===== config.mk =====
export PLATFORM = sky130hd
export DESIGN_NAME = rj_load_sequencer
export DESIGN_NICKNAME = d
export VERILOG_FILES = /design/src/rtl/rj_load_sequencer.sv
export SDC_FILE = /design/constraint.sdc
export NUM_CORES = 1
export LEC_CHECK = 0
export BUFFER_PORTS_ARGS = -buffer_cell sky130_fd_sc_hd__buf_4
export CORE_MARGIN = 2
export CORE_UTILIZATION = 40
export DETAILED_ROUTE_END_ITERATION = 6
export PLACE_DENSITY = 0.68
export RECOVER_POWER = 25
export SLEW_MARGIN = 10
export SYNTH_ARGS = -nofsm -noshare
export SYNTH_HDL_FRONTEND = slang
export SYNTH_SLANG_ARGS = --single-unit

===== constraint.sdc =====
create_clock -name Sclk -period 1.7 [get_ports Sclk]
set_input_delay 0.34 -clock Sclk [delete_from_list [all_inputs] [get_ports Sclk]]
set_output_delay 0.34 -clock Sclk [all_outputs]
set_load 0.05 [all_outputs]

===== src/rtl/rj_load_sequencer.sv =====
// rj coefficient memory controller: sequences LOAD-phase writes and SCAN-phase reads.
// Optional RJ_CHECKSUM_EN adds an XOR checksum of every accepted rj word.
module rj_load_sequencer #(
  parameter int DATA_W = 16,
  parameter int DEPTH  = 16,
  parameter int ADDR_W = 4
) (
  input  logic              Sclk,
  input  logic              Reset,
  input  logic              start_load,
  input  logic              word_valid,
  input  logic [DATA_W-1:0] word_in,
  input  logic              scan_start,
  input  logic              scan_next,
  output logic              mem_we,
  output logic [ADDR_W-1:0] mem_waddr,
  output logic [DATA_W-1:0] mem_wdata,
  output logic              mem_re,
  output logic [ADDR_W-1:0] mem_raddr,
  output logic              load_done,
  output logic              scan_last,
`ifdef RJ_CHECKSUM_EN
  output logic [DATA_W-1:0] rj_checksum,
`endif
  output logic              busy
);

  typedef enum logic [1:0] {IDLE, LOAD, READY, SCAN} state_t;

  localparam logic [ADDR_W-1:0] LAST = ADDR_W'(DEPTH - 1);

  state_t              r_state;
  logic [ADDR_W-1:0]   r_wcnt;
  logic                r_we;
  logic [ADDR_W-1:0]   r_waddr;
  logic [DATA_W-1:0]   r_wdata;
  logic                r_re;
  logic [ADDR_W-1:0]   r_raddr;
  logic                r_load_done;
  logic                r_scan_last;
  logic                r_busy;
  logic [ADDR_W-1:0]   w_raddr_inc;

  assign w_raddr_inc = r_raddr + ADDR_W'(1);

  always_ff @(posedge Sclk or posedge Reset) begin
    if (Reset) begin
      r_state     <= IDLE;
      r_wcnt      <= '0;
      r_we        <= 1'b0;
      r_waddr     <= '0;
      r_wdata     <= '0;
      r_re        <= 1'b0;
      r_raddr     <= '0;
      r_load_done <= 1'b0;
      r_scan_last <= 1'b0;
      r_busy      <= 1'b0;
    end else begin
      r_we <= 1'b0;
      case (r_state)
        IDLE: begin
          if (start_load) begin
            r_state <= LOAD;
            r_wcnt  <= '0;
            r_busy  <= 1'b1;
          end
        end
        LOAD: begin
          // A restart drops any word presented in the same cycle.
          if (start_load) begin
            r_wcnt      <= '0;
            r_load_done <= 1'b0;
          end else if (word_valid) begin
            r_we    <= 1'b1;
            r_waddr <= r_wcnt;
            r_wdata <= word_in;
            if (r_wcnt == LAST) begin
              r_wcnt      <= '0;
              r_state     <= READY;
              r_load_done <= 1'b1;
              r_busy      <= 1'b0;
            end else begin
              r_wcnt <= r_wcnt + ADDR_W'(1);
            end
          end
        end
        READY: begin
          if (start_load) begin
            r_state     <= LOAD;
            r_wcnt      <= '0;
            r_load_done <= 1'b0;
            r_busy      <= 1'b1;
          end else if (scan_start) begin
            r_state     <= SCAN;
            r_re        <= 1'b1;
            r_raddr     <= '0;
            r_scan_last <= 1'b0;
            r_busy      <= 1'b1;
          end
        end
        SCAN: begin
          if (start_load) begin
            r_state     <= LOAD;
            r_wcnt      <= '0;
            r_load_done <= 1'b0;
            r_re        <= 1'b0;
            r_raddr     <= '0;
            r_scan_last <= 1'b0;
          end else if (scan_start) begin
            r_raddr     <= '0;
            r_scan_last <= 1'b0;
          end else if (scan_next) begin
            if (r_scan_last) begin
              r_state     <= READY;
              r_re        <= 1'b0;
              r_raddr     <= '0;
              r_scan_last <= 1'b0;
              r_busy      <= 1'b0;
            end else begin
              r_raddr     <= w_raddr_inc;
              r_scan_last <= (w_raddr_inc == LAST);
            end
          end
        end
        default: r_state <= IDLE;
      endcase
    end
  end

`ifdef RJ_CHECKSUM_EN
  logic [DATA_W-1:0] r_checksum;

  // start_load always lands in LOAD, so clearing on it matches every state.
  always_ff @(posedge Sclk or posedge Reset) begin
    if (Reset) begin
      r_checksum <= '0;
    end else if (start_load) begin
      r_checksum <= '0;
    end else if (r_state == LOAD && word_valid) begin
      r_checksum <= r_checksum ^ word_in;
    end
  end

  assign rj_checksum = r_checksum;
`endif

  assign mem_we    = r_we;
  assign mem_waddr = r_waddr;
  assign mem_wdata = r_wdata;
  assign mem_re    = r_re;
  assign mem_raddr = r_raddr;
  assign load_done = r_load_done;
  assign scan_last = r_scan_last;
  assign busy      = r_busy;

endmodule

== Yosys cells after proc, flatten, opt, wreduce, memory -nomap -nowiden ==
Index checks and enable logic that the tools add are counted.
Word-level totals
  flip-flop bits (word level): 35
  input bits: 22
  output and inout bits: 29
  logic and storage cells: 101
Operators by class
  add/sub/neg operators: 2
  equal/unequal tests: 24
  muxes and demuxes: 52
  bitwise logic cells: 1
  reduce and logical (&&, ||, !) cells: 12
Operators by type and width (count)
  $mux W4: 10
  $mux W1: 25
  $mux W2: 10
  $ne A2 B2 Y1 const B: 10
  $ne A3 B3 Y1 const B: 6
  $pmux W4 S2: 2
  $reduce_and A9 Y1: 1
  $add A4 B1 Y4 const B: 2
  $eq A4 B4 Y1 const B: 2
  $pmux W2 S4: 1
  $reduce_and A4 Y1: 2
  $reduce_and A8 Y1: 1
  $pmux W1 S2: 3
  $reduce_and A6 Y1: 1
  $eq A2 B2 Y1 const B: 2
  $ne A2 B1 Y1 const B: 2
  $ne A4 B4 Y1 const B: 1
  $pmux W1 S4: 1
  $reduce_bool A2 Y1: 2
  $reduce_and A3 Y1: 1
  $reduce_or A3 Y1: 1
  $eq A2 B1 Y1 const B: 1
  $logic_not A2 Y1: 1
  $reduce_and A2 Y1: 1
  other kinds (2): 2

== Longest topological paths before layout ==
  depth in word-level cells: 7
  depth in mapped cells: 5
  mapped depth without buffers: 4

== Worst setup path before layout ==
OpenSTA, ideal clock, no wires.
  path type: register -> register
  from: register r_raddr[1] (netlist: mem_raddr[1])
  to: register r_scan_last (netlist: scan_last)
  library setup time: 0.101 ns
  data arrival time: 1.378 ns
  data required time: 1.599 ns
  slack: 0.222 ns
  cell stages (with the launch flop): 5
  path buffers: 0
  period minus slack after synthesis: 1.478 ns
  path through: dfrtp_1 ha_1 nor2b_1 o21ai_0 o32ai_1
On the way
  cells in the longest elaborated chain, start to end: 7
RTL lines
  start, declared: RTL line 38  | logic [ADDR_W-1:0] r_raddr;
  start signal, assigned: RTL line 120  | r_raddr <= w_raddr_inc;
  $add A4 B1 Y4: RTL line 44  | assign w_raddr_inc = r_raddr + ADDR_W'(1);
  $eq A4 B4 Y1: RTL line 121  | r_scan_last <= (w_raddr_inc == LAST);
  $mux W1: RTL line 113  | if (r_scan_last) begin
  $mux W1: RTL line 112  | end else if (scan_next) begin
  $mux W1: RTL line 109  | end else if (scan_start) begin
  $mux W1: RTL line 102  | if (start_load) begin
  $pmux W1 S2: RTL line 60  | case (r_state)
  end signal, assigned: RTL line 121
  end, declared: RTL line 40  | logic r_scan_last;
No other way between the ends. The select of a mux whose other input is x is not followed.
A chain may end at the register's enable or synchronous reset.

== Worst setup path in the final report ==
  from: register r_state[0]
  to: register r_waddr[2] (netlist: mem_waddr[2])
On the way
  cells in the longest elaborated chain, start to end: 2
RTL lines
  start, declared: RTL line 32  | state_t r_state;
  start signal, assigned: RTL line 48  | r_state <= IDLE;
  start signal, assigned: RTL line 63  | r_state <= LOAD;
  start signal, assigned: RTL line 79  | r_state <= READY;
  $eq A2 B1 Y1: RTL line 60
  $reduce_and A3 Y1 (no source line)
  end signal, assigned: RTL line 75  | r_waddr <= r_wcnt;
  end, declared: RTL line 35  | logic [ADDR_W-1:0] r_waddr;
No other way between the ends.

==> results.py <==
metrics = {
    "outcome": {
        "outcome": "complete, no violations",
    },
    "timing": {
        "finalCritPeriodShare_pct": 84.3,
        "rsz0062_at_grt": "no",
        "max_freq_mhz": 698,
        "setup_slack_ns": 0.267,
        "tightest_slew_ns": 0.845,
        "drv_slew": 0,
        "skew_ns": 0.00230,
        "finalCriticalPeriod_ns": 1.43,
        "fin_tns_setup_ns": 0,
        "slew_headroom_pct": 43.7,
        "setup_viol": 0,
        "hold_violations": 0,
    },
    "pwr": {
        "p_per_area_nw_per_um2": 1020,
        "leakage_nw": 1.05,
        "peakVddDrop_v": 0.000589,
    },
    "worst_setup_path": {
        "end_kind": "register",
        "start_kind": "register",
        "cp.arrival_ns": 1.60,
        "crit_slowest_cell": "dfrtp_1",
        "path_buf_inv": 1,
        "critPathMaxFanout": 23,
        "cp.required_ns": 1.87,
        "slowest_delay_ns": 0.36,
        "cp_top_family": "simple AND/OR/NAND/NOR gates",
        "critPathKind": "register to register",
        "worstPathCellList": "nor2b_2 -> and3b_1 -> buf_12 -> mux2_1",
    },
    "routing": {
        "drt-pass1-iter-count": 4,
        "drtAntennaViolNets": 0,
        "via_count": 1151,
        "routedWlPerCell_um": 13.5,
        "drt-initial-drc-count": 40,
        "via_per_inst": 5.03,
        "post-route-drc-count": 0,
        "drt-total-wl_um": 3100,
    },
    "layout": {
        "final_cell_mix": "51 x buf_4, 35 x dfrtp_1, 17 x mux2_1, 9 x inv_1, 6 x o21ai_0",
        "mostFrequentLayoutCell": "buf_4",
        "layout-drive-gt1-share_pct": 38.1,
        "insertedDiodeCount": 0,
        "fin_nets": 205,
        "area_growth_syn_to_layout_pct": 34.5,
        "finish.utilization_pct": 56.9,
    },
    "flow_run": {
        "maxCapViolations": 0,
    },
    "cts": {
        "cts-buffers-inserted": 5,
        "cts_hold_buf": 0,
        "post_cts_buffers": 0,
        "clock_sinks": 35,
        "path_clk_slew_ns": 0.07,
        "cts_tree": "done",
        "cts_root_buf": "clkbuf_8",
        "worstSkewPairLatency_ns": 0.28,
        "cts_max_level": 2,
        "clockBufferDepth": 2,
        "post_cts_resized": 0,
    },
    "synthesis": {
        "synth_area_per_cell_sq_um": 12.6,
        "synth_seq_cells": 35,
        "yosysUniqueCellTypes": 38,
        "synthesis.area_sq_um": 1570,
        "yosys.area.top_type": "dfrtp_1",
        "synth_area_leaders": "dfrtp_1 56%, mux2_1 12%, mux2_2 2.9%",
        "seq_area_frac_synth_pct": 55.7,
        "yosysWarnings": 0,
        "synthCells": 125,
        "syn-num-nets": 150,
        "netlist.area_leader.share_pct": 55.7,
    },
    "place": {
        "dp_slack_ns": 0.141,
        "hpwl_um": 2280,
        "port_buffers": 50,
        "place.gp.congestion": 0.690,
    },
    "die": {
        "row_count": 22,
        "die_x_um": 66.7,
        "pin_count": 51,
        "core_area_sq_um": 3720,
        "initial_core_util_pct": 42.3,
        "die_area_sq_um": 4450,
        "die_height_um": 66.7,
    },
    "grt": {
        "grt-ovfl-total": 0,
        "grt_pass1_vias": 1129,
        "grt_max_degree": 36,
        "track_usage_pct": 15.1,
        "antenna_found_initial": 0,
        "grt_pass1_wl_um": 4980,
    },
    "worst_hold_path": {
        "hp-class": "input pin to register",
    },
}
[sequential cells by signal, indices dropped and copies added, names as in the netlist]
signal,flops
busy,1
load_done,1
mem_raddr,4
mem_re,1
mem_waddr,4
mem_wdata,16
mem_we,1
r_state,2
r_wcnt,4
scan_last,1
[Yosys cell counts (all sizes together)]
cell	count
nand2	2
and4bb	1
nand4b	1
a41oi	1
dfrtp	35
a31oi	3
nand3	2
o32ai	2
clkbuf	1
and3	2
a22o	1
o21ai	6
xnor2	1
o211ai	1
nor2b	3
and3b	3
o2bb2ai	1
a21boi	2
o22ai	3
mux2	21
inv	9
nor2	5
o21bai	1
ha	3
nand2b	1
a22oi	1
xor2	1
a21oi	3
or3b	2
nand3b	1
buf	5
maj3	1
[routing by layer]
layer / routed length (um) / global-route usage (%)
met1: 1290 / 18.2
met2: 1630 / 25.0
met3: 128 / 3.89
met4: 51 / 7.65
met5: 0 / 0
[power breakdown]
| group | switching (W) | internal (W) | leakage, nW | total [W] |
|---|---|---|---|---|
| logic | 0.000322 | 0.000168 | 0.582 | 0.000490 |
| clock network | 0.000301 | 0.000436 | 0.0581 | 0.000737 |
| registers | 0.0000353 | 0.000901 | 0.407 | 0.000936 |
| total | 0.000658 | 0.00150 | 1.05 | 0.00216 |
[worst paths after layout]
kind	endpoint	startpoint	slack [ns]	cells past startpoint
min in group asynchronous	mem_wdata[1]	Reset	0.30	3
worst min register to register	mem_wdata[0]	mem_wdata[0]	0.49	1
worst max-delay path	mem_waddr[2]	r_state[0]	0.27	4
worst max register to register	mem_waddr[2]	r_state[0]	0.27	4
worst min-delay path	mem_wdata[4]	word_in[4]	0.27	2
max in group asynchronous	mem_waddr[1]	Reset	0.87	3
[metrics by stage]
stage	instances	total power, W	hold WS (ns)	cell area [sq um]
6_report	229	0.00216	0.270	2110
5_1_grt	229	0.00226	0.257	2110
4_1_cts	229	0.00219	0.162	2120
3_5_place_dp	221	0.00145	0.475	2000
3_3_place_gp	221	0.00144	0.462	2000
2_1_floorplan	125	0.00127	0.475	1570
[kinds of logic after synthesis]
family,count (synthesis),synth area share [%]
compound gates,25,10.4
xor+xnor,2,1.11
fa+ha+maj,4,3.03
buf+inv,15,5.09
flops,35,55.7
mux,21,15.0
simple gates,23,9.56
[area by class of cell]
| cell class | count | area, sq um |
|---|---|---|
| fillers | 325 | 1600 |
| flip-flops and latches | 35 | 876 |
| multi-input cells | 75 | 616 |
| repair buffers | 54 | 415 |
| clock buffers | 5 | 68.8 |
| well taps | 48 | 60.1 |
| clock inverters | 3 | 43.8 |
| inverters | 9 | 33.8 |
Note: power is estimated with default switching activity, not from simulation.
